File: src/rtl/crc_pkg.sv
// Shared CRC-8 link definitions: receiver FSM states, default polynomial and the
// single-bit LFSR step used by both ends of the link.
package crc_pkg;

  localparam int         CRC_MAX_W    = 32;
  localparam int         CRC_IDX_W    = $clog2(CRC_MAX_W);
  localparam logic [7:0] CRC_SEED_DEF = 8'hD8;
  localparam logic [7:0] CRC_TAPS_DEF = 8'b0100_0100;

  typedef enum logic [1:0] {
    S_IDLE,
    S_RX_DATA,
    S_WAIT_CRC,
    S_RX_CRC
  } state_e;

  // Feeds one payload bit into the LFSR; only the low 'width' bits are meaningful.
  function automatic logic [CRC_MAX_W-1:0] crc_step(input logic [CRC_MAX_W-1:0] lfsr,
                                                    input logic                 d,
                                                    input logic [CRC_MAX_W-1:0] taps,
                                                    input int                   width);
    logic                 fb;
    logic [CRC_MAX_W-1:0] nxt;
    fb  = d ^ lfsr[0];
    nxt = '0;
    for (int i = 0; i < CRC_MAX_W - 1; i++) begin
      if (i < width - 1) begin
        nxt[i] = taps[i] ? (lfsr[i+1] ^ fb) : lfsr[i+1];
      end
    end
    nxt[CRC_IDX_W'(width - 1)] = fb;
    return nxt;
  endfunction

endpackage

File: src/rtl/crc_lfsr.sv
// CRC LFSR: seed load, payload step (optionally from the seed) and right shift
// with zero fill so the check bits can be read out LSB first.
module crc_lfsr
  import crc_pkg::*;
#(
  parameter int               WIDTH = 8,
  parameter logic [WIDTH-1:0] SEED  = CRC_SEED_DEF,
  parameter logic [WIDTH-1:0] TAPS  = CRC_TAPS_DEF
) (
  input  logic CLK,
  input  logic RST,
  input  logic load_i,
  input  logic step_i,
  input  logic shift_i,
  input  logic bit_i,
  output logic out_bit_o
);

  logic [WIDTH-1:0] lfsr_q;
  logic [WIDTH-1:0] lfsr_d;

  // Step takes priority; with load_i also set it starts from SEED (frame start).
  always_comb begin
    lfsr_d = lfsr_q;
    if (step_i) begin
      lfsr_d = WIDTH'(crc_step(CRC_MAX_W'(load_i ? SEED : lfsr_q), bit_i,
                               CRC_MAX_W'(TAPS), WIDTH));
    end else if (shift_i) begin
      lfsr_d = lfsr_q >> 1;
    end else if (load_i) begin
      lfsr_d = SEED;
    end
  end

  always_ff @(posedge CLK or negedge RST) begin
    if (!RST) begin
      lfsr_q <= SEED;
    end else begin
      lfsr_q <= lfsr_d;
    end
  end

  assign out_bit_o = lfsr_q[0];

endmodule

File: config.mk
export PLATFORM = sky130hd
export DESIGN_NAME = crc_lfsr
export DESIGN_NICKNAME = d
export VERILOG_FILES = /design/src/rtl/crc_pkg.sv /design/src/rtl/crc_lfsr.sv
export SDC_FILE = /design/constraint.sdc
export NUM_CORES = 1
export LEC_CHECK = 0
export ABC_CLOCK_PERIOD_IN_PS = 2330
export CORE_AREA = 2 2 39 41
export CTS_CLUSTER_DIAMETER = 80
export DETAILED_ROUTE_END_ITERATION = 16
export DIE_AREA = 0 0 41 43
export PLACE_DENSITY = 0.65
export SLEW_MARGIN = 20
export SYNTH_ARGS = -nofsm -noshare
export SYNTH_HDL_FRONTEND = slang
export SYNTH_SLANG_ARGS = --single-unit
File: constraint.sdc
create_clock -name CLK -period 2.33 [get_ports CLK]
set_input_delay 0.3495 -clock CLK [delete_from_list [all_inputs] [get_ports CLK]]
set_output_delay 0.3495 -clock CLK [all_outputs]
set_load 0.05 [all_outputs]
Yosys cells after proc, flatten, opt, wreduce, memory -nomap -nowiden
Cells that the tools add are included.
{ "classes": {"addsub": 0, "n_mul": 0, "div_mod_pow": 0, "magnitude_cmp": 0, "n_eq_ne": 0, "shifts": 0, "muxes": 4, "bitwise": 3, "n_reduce_logical": 1} }
{ "ops": {"columns": ["operator", "n"], "rows": [
  ["$mux 8", 4],
  ["$reduce_bool 3->1", 1],
  ["$xor 1x1->1", 3]
]} }
{ "totals": {"reg_bits": 8, "latchBits": 0, "ram_bits": 0, "rom_bits": 0, "inputBits": 6, "output_inout_bits": 1, "mem_count": 0} }

Depth between registers and ports, before layout
Gate-level depths: netlist of run 1.
{ "logic_depth": {"depth_word": 4, "mapped_depth": 4, "mapped_depth_nobuf": 3} }

Least setup slack after synthesis of run 1
OpenSTA, ideal clock, no wires.
{ "synth_path": {"path_type": "register to register", "startpoint": "register lfsr_q[0]", "endpoint": "register lfsr_q[2]", "setup_ns": 0.120, "arrival_ns": 1.355, "t_required_ns": 2.210, "path_slack_ns": 0.855, "stages_incl_launch_ff": 4, "synth_period_minus_slack_ns": 1.475, "path_cell_list": "dfrtp_1 -> xor2_1 -> or3_1 -> a31o_1"} }
{ "synth_via": {"elab_chain_cells": 4} }
{ "synth_lines": {"columns": ["element", "line", "rtl"], "rows": [
  ["start, declared", "crc_lfsr.sv:19", "logic [WIDTH-1:0] lfsr_q;"],
  ["start signal, assigned", "crc_lfsr.sv:39", "lfsr_q <= lfsr_d;"],
  ["$mux 8", "crc_lfsr.sv:26", "lfsr_d = WIDTH'(crc_step(CRC_MAX_W'(load_i ? SEED : lfsr_q), bit_i,"],
  ["$xor 1x1->1", "crc_pkg.sv:24", "fb = d ^ lfsr[0];"],
  ["$xor 1x1->1", "crc_pkg.sv:28", "nxt[i] = taps[i] ? (lfsr[i+1] ^ fb) : lfsr[i+1];"],
  ["$mux 8", "crc_lfsr.sv:25", "if (step_i) begin"]
]} }
No other way between the ends.
A chain may end at the register's enable or synchronous reset.

Worst setup path in the final report of run 1
{ "layout_path": {"startpoint": "register lfsr_q[0]", "endpoint": "output port out_bit_o"} }
{ "layout_lines": {"columns": ["element", "line", "rtl"], "rows": [
  ["end, declared", "crc_lfsr.sv:16", "output logic out_bit_o"]
]} }
No word-level cell between the ends.

==> flow_summary.ini, run 1 <==
[run_status]
status = completed

[floorplan]
die_h_um = 43
initial_core_util_pct = 33.09
rows = 14
ios = 7
core_area_um2 = 1384
dieArea_um2 = 1763
dieWidth_um = 41

[critical_path]
cp_slowest_cell = clkdlybuf4s50_1
max_stage_delay_ns = 0.85
endpoint_kind = output port
path_buf_inv = 1
cp.required_ns = 1.98
worstSetupPathType = reg -> out
crit_fanout = 6
cp.arrival_ns = 1.57
worst_setup_path_start_kind = flop
path_delay_family = buffers and inverters
crit_chain = clkdlybuf4s50_1

[clock_network]
ctsHoldBuffers = 0
cts_buffers = 3
cts_resized = 0
clock-sinks = 8
clk_pin_slew_worst_paths_ns = 0.06
cts_tree = built
cts_htree_levels = 1
post-cts-setup-buffer-count = 0
clock_latency_ns = 0.26
cts-root-buf = clkbuf_4
clockBufferDepth = 2

[logic_synthesis]
synth_area_um2 = 457.9
ys_top_cells_by_area = dfstp_2 23%, dfrtp_1 22%, o21ai_0 5.5%, buf_2 4.4%, a31o_1 3.8%
ys_ff_latch = 8
synthArstFlopShare_pct = 100.0
synth_top_family_by_area = compound AO/OA/AOI/OAI gates
yosysUniqueCellTypes = 22
synth_top_area_share_pct = 22.95
ys_seq_area_share_pct = 44.81
yosys_warnings = 0
synth-adder-area-share_pct = 0
yosys.cell_count.top_type = o21ai_0
yosys.area_share.simple_pct = 19.67
synthesis.nets = 57
ys_top_cells_by_count = 5 x o21ai_0, 4 x buf_2, 4 x dfrtp_1, 4 x dfstp_2, 4 x nand2_1
synthXorXnorAreaFrac_pct = 3.825
synth-edff-count = 0
yosys.area.top_type = dfstp_2
syn_area_per_cell_um2 = 8.979
synth-compound-area-share_pct = 24.86
synth_flop_cell = dfstp_2
synthMuxAreaShare_pct = 0
syn_inst = 51

[finish]
area.growth.synth_to_final_pct = 18.85
multiInputGateArea_um2 = 221.5
drive_gt1_share_pct = 14.04
largestRegisters = lfsr_q x8
fillCellCount = 143
regArea_um2 = 205.2
num_antenna_cells = 0
final_area_um2 = 544.3
largest_reg_flops = 8
fin_nets = 64
top_register = lfsr_q

[sta]
hold_viol = 0
period_share_pct = 82.22
fin_worst_skew_ns = 0.006785
period_needed_ns = 1.916
tightest_slew_ns = 0.5599
max_freq_mhz = 522.0
holdWs_ns = 0.3645
max-slew-margin-rel_pct = 62.56
setup_viol = 0
tns_ns = 0
rsz0062_at_grt = no
timing.final.max_slew_violations = 0

[routing]
met2_length_um = 431
drc = 0
wl_met3_um = 41
post_drt_wl_per_cell_um = 12.42
via_per_inst = 5.164
routed_wl_um = 907
ant_nets = 0
drt-initial-drc-count = 9
num_vias = 377
dr.pass1.iters = 4
drt-met1-wl_um = 419
top_layer = met4

[grt]
grt_overflow = 0
grt_pass1_wl_mm = 1.483
grt_max_degree = 18
grt_pass1_vias = 337
antenna_found_initial = 0
grt_use_total_pct = 13.43

[placed_design]
place_area_um2 = 518.0
port_buffers = 6
gp_congestion = 0.7248

[worst_hold_path]
hold_path_class = in -> async

[power_and_ir_drop]
cellPowerDensity_nw_per_um2 = 666.2
cellLeakagePower_nw = 0.2103
ir_worst_vdd_mv = 0.2492

[job]
cap_violations = 0
[logic make-up (layout without fill, tap and decap cells)]
kind of cell | count (synthesis) | count (layout)
buf+inv | 7 | 13
compound gates | 17 | 17
xor+xnor | 2 | 2
flops | 8 | 8
simple gates | 17 | 17
[per-stage QoR]
stage	utilization [%]	setup slack (ns)	instances	power, mW
finish	39.33	0.4142	73	0.3626
global route	39.33	0.3480	73	0.3834
CTS	39.33	0.3975	73	0.3710
detailed placement	37.43	0.5536	69	0.2473
global placement	37.43	0.5688	69	0.2458
floorplan	-	0.8555	51	0.2240
[placed cells by master, fill, tap and decap left out]
cell type / instances
nor2b_1: 2
inv_1: 3
nor4_1: 1
or3_1: 2
xor2_1: 2
a21oi_1: 2
o21a_1: 1
or3b_2: 1
a2bb2oi_1: 1
a31o_1: 2
nor3_1: 3
dfstp_2: 4
clkdlybuf4s50_1: 6
clkbuf_1: 1
o311ai_0: 1
a31oi_1: 2
a221oi_1: 1
dfrtp_1: 4
nor2_1: 2
o21ai_0: 5
clkbuf_4: 3
a22oi_1: 2
nand2_1: 4
nand2b_1: 2
[layer usage]
layer	up-vias	GRT usage, %
met2	11	17.19
li1	198	-
met3	2	3.141
met4	0	12.00
met1	166	17.79
met5	-	0
[worst reg2reg max path, delay by kind of cell, from the launching register on]
family / cells / cell delay, ns
DFF: 1 / 0.45
and+or+nand+nor: 1 / 0.33
AOI/OAI and AO/OA: 1 / 0.22
xor gates and xnor gates: 1 / 0.19
[path summary, 6_finish.rpt]
kind	start	to	slack [ns]	cells after the start
setup / recovery	lfsr_q[0]	out_bit_o	0.41	1
hold / removal	RST	lfsr_q[2]	0.36	1
setup reg to reg	lfsr_q[0]	lfsr_q[2]	1.03	3
hold reg to reg	lfsr_q[4]	lfsr_q[3]	0.49	2
max in group asynchronous	RST	lfsr_q[3]	1.66	1
min in group CLK	lfsr_q[4]	lfsr_q[3]	0.49	2
[power breakdown]
part / internal (mW) / total (mW) / switching (mW)
Combinational: 0.0333 / 0.0704 / 0.0371
Clock: 0.0658 / 0.118 / 0.0522
Sequential: 0.161 / 0.174 / 0.0128
[cell type report]
class,instances,share of cell area [%]
timing repair buffer,6,11.03
sequential,8,37.70
clock buffer,4,4.828
multi-input combinational,36,40.69
inverter,3,2.069
tap,16,3.678
No activity file was read; power rests on OpenSTA's default activity.
==> inputs of run 2 (changes only) <==
--- a/config.mk
+++ b/config.mk
@@ -5,7 +5,7 @@
 export SDC_FILE = /design/constraint.sdc
 export NUM_CORES = 1
 export LEC_CHECK = 0
-export ABC_CLOCK_PERIOD_IN_PS = 2330
+export ABC_CLOCK_PERIOD_IN_PS = 1950
 export CORE_AREA = 2 2 39 41
 export CTS_CLUSTER_DIAMETER = 80
 export DETAILED_ROUTE_END_ITERATION = 16
==> constraint.sdc (replaced) <==
create_clock -name CLK -period 1.95 [get_ports CLK]
set_input_delay 0.2925 -clock CLK [delete_from_list [all_inputs] [get_ports CLK]]
set_output_delay 0.2925 -clock CLK [all_outputs]
set_load 0.05 [all_outputs]
==> flow_summary.ini, run 2 (same netlist as run 1, synthesis figures left out) <==
[clock_network]
cts_buffers = 3
clk_pin_slew_worst_paths_ns = 0.06
cts_tree = built
cts_resized = 0
cts_htree_levels = 1
clock_latency_ns = 0.25
post-cts-setup-buffer-count = 0
clockBufferDepth = 2
ctsHoldBuffers = 0
cts-root-buf = clkbuf_4
clock-sinks = 8

[critical_path]
cp.arrival_ns = 1.38
crit_chain = clkdlybuf4s50_1
crit_fanout = 2
max_stage_delay_ns = 0.80
cp_slowest_cell = clkdlybuf4s50_1
path_delay_family = buffers and inverters
endpoint_kind = output port
path_buf_inv = 1
worstSetupPathType = reg -> out
cp.required_ns = 1.66
worst_setup_path_start_kind = flop

[sta]
period_share_pct = 85.63
tightest_slew_ns = 0.4880
period_needed_ns = 1.670
max_freq_mhz = 598.9
fin_worst_skew_ns = 0.009028
rsz0062_at_grt = no
max-slew-margin-rel_pct = 67.37
tns_ns = 0
hold_viol = 0
timing.final.max_slew_violations = 0
setup_viol = 0
worst_slack_ns = 0.2801

[placed_design]
hpwlAfterDp_um = 686.8
pre_cts_ws_ns = 0.2152
port_buffers = 6
gp_congestion = 0.7107

[finish]
area.growth.synth_to_final_pct = 22.95
fillCellCount = 144
largest_reg_flops = 8
layout_common_cells = 6 x clkdlybuf4s50_1, 5 x o21ai_0, 4 x nand2_1, 4 x dfrtp_1, 4 x dfstp_2
fin_nets = 67
layout_commonest_cell = clkdlybuf4s50_1
regArea_um2 = 205.2
final_util_pct = 40.69
multiInputGateArea_um2 = 221.5
top_register = lfsr_q
largestRegisters = lfsr_q x8
num_antenna_cells = 0
drive_gt1_share_pct = 18.64

[grt]
grt_overflow = 0
grt_use_total_pct = 13.56
antenna_found_initial = 0
grt_pass1_wl_mm = 1.531
grt_pass1_vias = 378
grt.busiest_layer = met2
use_met1_pct = 14.19
grt_max_degree = 15
met3_usage_pct = 7.853
grtUsageMet2_pct = 20.94

[routing]
drc = 0
post_drt_wl_per_cell_um = 13.07
drt-initial-drc-count = 10
dr.pass1.iters = 4
num_vias = 418
via_per_inst = 5.573
routed_wl_um = 980
ant_nets = 0

[floorplan]
dieWidth_um = 41
ios = 7
core_area_um2 = 1384
dieArea_um2 = 1763
initial_core_util_pct = 33.09
die_h_um = 43
rows = 14

[power_and_ir_drop]
cellLeakagePower_nw = 0.2240
total_power_mw = 0.4252
cellPowerDensity_nw_per_um2 = 755.2
ir_worst_vdd_mv = 0.3716

[job]
cap_violations = 0

[worst_hold_path]
hold_path_class = in -> async

[run_status]
status = completed
==> run 2: layout make-up <==
class                   count  area share (%)
multi-input cells          36           39.33
clock buffers               3           4.000
well taps                  16           3.556
flip-flops and latches      8           36.44
inverters                   3           2.000
repair buffers              9           14.67
==> run 2: power by group <==
| group | internal (mW) | leakage, nW | switching (mW) |
|---|---|---|---|
| combinational | 0.0447 | 0.118 | 0.0481 |
| sequential | 0.193 | 0.0919 | 0.0133 |
| clock | 0.0704 | 0.0138 | 0.0557 |
| total | 0.308 | 0.224 | 0.117 |
==> run 2: worst reg2reg max path, cell delays in order, from the launching register on <==
cell	delay (ns)
dfrtp_1	0.37
buf_4	0.15
xor2_1	0.16
or3_1	0.31
a31o_1	0.22
==> run 2: stage by stage <==
step                std cells  hold WS (ns)  area (µm²)
detailed placement         72        0.4750       540.5
floorplan                  51     -0.003091       457.9
finish                     75        0.3163       563.0
global placement           72        0.4722       540.5
global route               75        0.3298       563.0
CTS                        75        0.3259       563.0
==> run 2: routing by layer <==
layer | share of wire [%] | up-vias | wire, µm
met2 | 48 | 16 | 471
met5 | 0 | - | 0
met4 | 1.4 | 0 | 14
met3 | 6.9 | 2 | 68
met1 | 43 | 197 | 426
li1 | - | 203 | -
==> run 2: path summary, 6_finish.rpt <==
kind                            startpoint         to  slack, ns  cells past startpoint
worst min register to register   lfsr_q[4]  lfsr_q[3]       0.48                      2
worst max register to register   lfsr_q[0]  lfsr_q[2]       0.64                      4
worst min-delay path                   RST  lfsr_q[2]       0.32                      1
worst max-delay path             lfsr_q[0]  out_bit_o       0.28                      1
max in group asynchronous              RST  lfsr_q[7]       1.32                      1
min in group CLK                 lfsr_q[4]  lfsr_q[3]       0.48                      2
==> inputs of run 3 (changes only) <==
--- a/config.mk
+++ b/config.mk
@@ -5,12 +5,12 @@
 export SDC_FILE = /design/constraint.sdc
 export NUM_CORES = 1
 export LEC_CHECK = 0
-export ABC_CLOCK_PERIOD_IN_PS = 1950
 export CORE_AREA = 2 2 39 41
 export CTS_CLUSTER_DIAMETER = 80
 export DETAILED_ROUTE_END_ITERATION = 16
 export DIE_AREA = 0 0 41 43
 export PLACE_DENSITY = 0.65
+export SKIP_CTS_REPAIR_TIMING = 1
 export SLEW_MARGIN = 20
 export SYNTH_ARGS = -nofsm -noshare
 export SYNTH_HDL_FRONTEND = slang
==> results of run 3 <==
The final DEF is identical to that of run 2; final timing and power are the same.
